===== src/rtl/registro_etapa_param.sv =====
`default_nettype none
// ============================================================================
// Module      : registro_etapa_param
// Description : Parameterised pipeline stage register (write-back stage) with
//               a valid/ready handshake. It holds up to two entries: a main
//               register that drives the outputs and a skid register. The
//               outputs can optionally be re-registered on the falling edge.
// Revision    : 1.0 - initial release
// ============================================================================
module registro_etapa_param #(
  parameter int DATA_W     = 32,
  parameter int DIR_W      = 4,
  parameter int CTRL_W     = 1,
  parameter int HALF_CYCLE = 0
) (
  input  logic              clk,
  input  logic              rst_n,
  input  logic              in_valid,
  output logic              in_ready,
  input  logic [DATA_W-1:0] in_alu,
  input  logic [DATA_W-1:0] in_mem,
  input  logic [DIR_W-1:0]  in_dir,
  input  logic [CTRL_W-1:0] in_ctrl,
  input  logic              in_wr,
  input  logic              flush,
  output logic              out_valid,
  input  logic              out_ready,
  output logic [DATA_W-1:0] out_alu,
  output logic [DATA_W-1:0] out_mem,
  output logic [DIR_W-1:0]  out_dir,
  output logic [CTRL_W-1:0] out_ctrl,
  output logic              out_wr,
  output logic [1:0]        ocupacion
);

  // Payload packed as {wr, ctrl, dir, mem, alu}
  localparam int PAY_W = 2 * DATA_W + DIR_W + CTRL_W + 1;

  // State encoding equals the number of held entries, so ocupacion is the state
  localparam logic [1:0] ST_EMPTY = 2'd0;
  localparam logic [1:0] ST_ONE   = 2'd1;
  localparam logic [1:0] ST_TWO   = 2'd2;

  logic [1:0]       state_q, state_d;
  logic [PAY_W-1:0] m_q, m_d;
  logic [PAY_W-1:0] s_q, s_d;
  logic [PAY_W-1:0] in_pay;
  logic             out_valid_w;
  logic [PAY_W-1:0] out_pay_w;
  logic             accept;
  logic             release_evt;

  assign in_pay      = {in_wr, in_ctrl, in_dir, in_mem, in_alu};
  // Ready depends only on registered state: no combinational path from out_ready
  assign in_ready    = (state_q != ST_TWO);
  assign accept      = in_valid & in_ready;
  // Release is judged on the valid the consumer actually sees
  assign release_evt = out_valid_w & out_ready;
  assign ocupacion   = state_q;

  // Next-state and data-path selection; flush overrides every other event
  always_comb begin
    state_d = state_q;
    m_d     = m_q;
    s_d     = s_q;
    if (flush) begin
      state_d = ST_EMPTY;
    end else begin
      case (state_q)
        ST_EMPTY: begin
          if (accept) begin
            m_d     = in_pay;
            state_d = ST_ONE;
          end
        end
        ST_ONE: begin
          if (accept && release_evt) begin
            m_d = in_pay;
          end else if (accept) begin
            s_d     = in_pay;
            state_d = ST_TWO;
          end else if (release_evt) begin
            state_d = ST_EMPTY;
          end
        end
        ST_TWO: begin
          // Skid entry moves forward; no accept possible while full
          if (release_evt) begin
            m_d     = s_q;
            state_d = ST_ONE;
          end
        end
        default: begin
          state_d = ST_EMPTY;
        end
      endcase
    end
  end

  // Rising-edge state, main and skid registers with asynchronous clear
  always_ff @(posedge clk or negedge rst_n) begin
    if (!rst_n) begin
      state_q <= ST_EMPTY;
      m_q     <= '0;
      s_q     <= '0;
    end else begin
      state_q <= state_d;
      m_q     <= m_d;
      s_q     <= s_d;
    end
  end

  generate
    if (HALF_CYCLE == 0) begin : g_direct
      assign out_valid_w = (state_q != ST_EMPTY);
      assign out_pay_w   = m_q;
    end else begin : g_half_cycle
      logic             ov_q, ov_d;
      logic [PAY_W-1:0] op_q, op_d;

      // Output copy always mirrors the main register and its valid bit
      always_comb begin
        ov_d = (state_q != ST_EMPTY);
        op_d = m_q;
      end

      // Falling-edge output stage, also cleared asynchronously
      always_ff @(negedge clk or negedge rst_n) begin
        if (!rst_n) begin
          ov_q <= 1'b0;
          op_q <= '0;
        end else begin
          ov_q <= ov_d;
          op_q <= op_d;
        end
      end

      assign out_valid_w = ov_q;
      assign out_pay_w   = op_q;
    end
  endgenerate

  assign out_valid = out_valid_w;
  assign out_alu   = out_pay_w[DATA_W-1:0];
  assign out_mem   = out_pay_w[2*DATA_W-1:DATA_W];
  assign out_dir   = out_pay_w[2*DATA_W+DIR_W-1:2*DATA_W];
  assign out_ctrl  = out_pay_w[2*DATA_W+DIR_W+CTRL_W-1:2*DATA_W+DIR_W];
  // A write enable is never presented on an invalid output
  assign out_wr    = out_pay_w[PAY_W-1] & out_valid_w;

endmodule
`default_nettype wire


===== config.mk =====
export PLATFORM = sky130hd
export DESIGN_NAME = registro_etapa_param
export DESIGN_NICKNAME = d
export VERILOG_FILES = /design/src/rtl/registro_etapa_param.sv
export SDC_FILE = /design/constraint.sdc
export NUM_CORES = 1
export LEC_CHECK = 0
export CAP_MARGIN = 20
export CORE_ASPECT_RATIO = 0.5
export CORE_MARGIN = 8
export CORE_UTILIZATION = 30
export CTS_CLUSTER_DIAMETER = 80
export CTS_CLUSTER_SIZE = 25
export DETAILED_ROUTE_END_ITERATION = 8
export PLACE_DENSITY_LB_ADDON = 0.12
export SYNTH_ARGS = -nofsm -noshare
export SYNTH_HDL_FRONTEND = slang
export SYNTH_SLANG_ARGS = --single-unit
export TNS_END_PERCENT = 50

===== constraint.sdc =====
create_clock -name clk -period 4.25 [get_ports clk]
set_clock_uncertainty 0.1 [all_clocks]
set_input_delay 0.425 -clock clk [delete_from_list [all_inputs] [get_ports clk]]
set_output_delay 0.425 -clock clk [all_outputs]
set_load 0.03 [all_outputs]

==> reports/metrics.sh <==
WORST_PATH_DOMINANT_CELL_FAMILY='buffers and inverters'
FLOORPLAN.DIE.WIDTH_UM=229
N_FILL_CELL=2189
TOTAL_GLOBAL_ROUTING_TRACK_UTILIZATION=0.109
HOLD_VIOL=0
FINAL_DESIGN_INSTANCE_AREA_WITHOUT_FILL_SQ_UM=8560
CORE_SQ_UM=22500
LAYOUT-AREA-OVERHEAD-VS-SYNTH_PCT=26.0
WIRE_LENGTH_OF_THE_FIRST_GLOBAL_ROUTING_PASS_UM=23800
PLACEMENT_ROWS=39
NUM_IO_PINS=149
PLACED_CELLS=832
HOLD_CLASS='reg -> reg'
ROUTEDWLPERCELL_UM=17.0
PORT_BUFFERS=148
DRTPASS1ITERATIONS=3
WORSTHOLDENDPOINT='s_q[9]'
REQUIRED_PS=3720
TIMING.MAX_SLEW.REL_SLACK=0.514
CTS_ROOT_BUFFER_TYPE='clkbuf_16'
GRT_OVERFLOW=0
CTS.CLK_SLEW.WORST_PATHS_PS=60
CTS_REPAIR_RESIZE_COUNT=0
CTS-ROOT-TO-SINK-BUFFERS=2
NUMBER_OF_ANTENNA_VIOLATIONS_AT_THE_FIRST_CHECK_IN_GLOBAL_ROUTING=0
MULTI_INPUT_AREA_SQ_UM=2490
MAXIMUM_NUMBER_OF_PINS_ON_ONE_NET_BEFORE_GLOBAL_ROUTE_REPAIR=74
NETS=620
WORSTHOLDPATHCELLS=1
CRITICAL-PATH-SLOWEST-CELL='clkdlybuf4s50_1'
CP_CELL_SEQUENCE='or2_2 > and2_1 > clkdlybuf4s50_1'
SETUP_VIOLATIONS=0
CP.ARRIVAL_PS=2020
FLOORPLAN.INITIALDENSITY=0.301
STARTPOINT_TYPE='flip-flop'
NUMCLOCKSINKS=142
ANT_DIODES=0
POWER.LEAKAGE_uW=0.00345
DRC=0
MIN-DELAY-START='s_q[9]'
CTS_BUFFERS=17
POST_SYNTH.CELL_AREA_AVG_SQ_UM=14.8
FIRST_GLOBAL_VIAS=4253
DRV_CAP=0
TRITONCTS='built'
WIRELENGTH_UM=14700
CRIT_BUF_INV=1
TIMING.FINAL.CRIT_SHARE=0.600
POST_ROUTE_CELLS_DRIVE_ABOVE_1_SHARE=0.427
DRTANTENNAVIOLNETS=0
GP_CONGESTION=0.716
VIASPERCELL=4.29
TIMING.RR.START='ocupacion[1]'
SYNTH.CELL_AREA_SQ_UM=6800
R2R_SLACK_PS=2190
SYNTH-SEQ-CELLS=142
TIGHTEST_SLEW_PS=730
SYNTHCELLS=459
DRTITER0DRC=139
WORST_PATH_LARGEST_CELL_DELAY_PS=590
MAXSLEWVIOLCOUNT=0
POST_SYNTH_NUM_CELL_TYPES=21
PLACED_CELL_AREA_SQ_UM=7990
CTS.HTREE.LEVELS=4
FMAX_GHz=0.392
FINAL_CELL_COUNT_NO_FILL=864
DIE_Y_UM=122
WORST-PATH-STAGES=3
CLOCK_LATENCY_PS=420
SYN-NUM-NETS=534
ROUTED-VIA-COUNT=3710
TOTAL_DIE_AREA_SQ_UM=28000
GRT_SETUP_UNREPAIRED='no'
FINALCRITICALPERIOD_PS=2550
STATUS='complete, no violations'
NUMBER_OF_WARNINGS_ISSUED_BY_YOSYS=0
RR_WORST_DEPTH=5
SYNTH_SEQUENTIAL_AREA_RATIO=0.523
IR_DROP_mV=0.214
PATH_MAX_FANOUT=7
LAYOUT.AREA.SEQ_SQ_UM=3550
SETUP_TNS_PS=0
CRITICAL_PATH_CLASS='reg -> out'
END_KIND='output port'
WORSTREG2REGEND='m_q[66]'
DETAILEDPLACEMENTHPWL_UM=9640
P_PER_AREA_nW_PER_UM2=510
==> layout make-up <==
type | instances | share of cell area
Clock buffer | 26 | 0.0595
Tap cell | 307 | 0.0449
Inverter | 1 | 0.000438
Clock inverter | 5 | 0.00643
Timing Repair Buffer | 157 | 0.183
Multi-Input combinational cell | 226 | 0.291
Sequential cell | 142 | 0.415
==> Yosys cell counts, drive strengths merged <==
cell    number  share of area
nand2        2         0.0011
nor3         1        0.00074
nand2b       1         0.0013
nand3b       1         0.0011
a21oi        3         0.0039
mux2       210           0.35
or2          1        0.00092
nor3b        1         0.0028
nor2b        2         0.0022
dfrtp      142           0.52
o22a         1         0.0013
o21a         1         0.0011
and2         1        0.00092
nor2         1        0.00055
buf         90           0.11
inv          1        0.00055
==> worst register-to-register path: cells and delay by family, from the launching register on <==
kind / cells / cell delay (ps)
compound gates: 1 / 170
flops: 1 / 450
mux: 1 / 420
buf+inv: 1 / 490
simple gates: 2 / 320
==> cell usage in the layout, fill, tap and decap left out, types with 2 or more instances in the layout <==
cell / count
nand2_1: 2
clkdlybuf4s50_1: 147
mux2_1: 14
a21oi_1: 2
clkbuf_16: 17
buf_4: 7
clkbuf_8: 5
mux2_2: 196
clkinvlp_4: 2
clkinv_2: 2
dfrtp_1: 142
clkbuf_1: 4
==> registers in the layout (all words and copies together), names as in the netlist <==
signal	count
ocupacion	2
s_q	70
m_q	70
==> per-stage QoR <==
stage	worst slack (ps)	hold WS, ps	utilization	total power (uW)
after floorplan	2330	29.4	-	2680
after global placement	1710	363	0.354	2960
after detailed placement	1650	372	0.354	2990
after CTS	1640	385	0.380	4460
after global routing	1610	405	0.380	4610
final	1700	380	0.380	4370
==> cells by family after synthesis <==
kind of cell           synth area share
AOI/OAI and AO/OA               0.00626
buffers and inverters             0.111
DFF                               0.523
muxes                             0.348
and+or+nand+nor                  0.0116
==> power breakdown <==
part | total, uW | switching [uW] | internal [uW] | leakage (uW)
Sequential | 1840 | 161 | 1680 | 0.00171
Clock | 1430 | 555 | 878 | 0.000272
Combinational | 1090 | 516 | 579 | 0.00147
Total | 4370 | 1230 | 3140 | 0.00345
==> layer usage <==
metal	part of all wire	routed length [um]	track usage
met1	0.43	6350	0.125
met2	0.51	7410	0.187
met3	0.042	615	0.0388
met4	0.020	293	0.0464
met5	0	0	0
==> how the worst max path moves through the flow <==
stage / startpoint / end
5_1_grt: ocupacion[1] / out_wr
3_5_place_dp: in_valid / m_q[68]
6_report: ocupacion[1] / out_wr
2_1_floorplan: ocupacion[1] / m_q[0]
4_1_cts: ocupacion[0] / out_wr
3_3_place_gp: out_ready / m_q[4]
==> timing repair <==
item | in CTS | in global routing
hold buffers | 1 | 0
hold endpoints to repair | 71 | 0
setup buffers | 0 | 0
(Power assumes the default switching activity.)
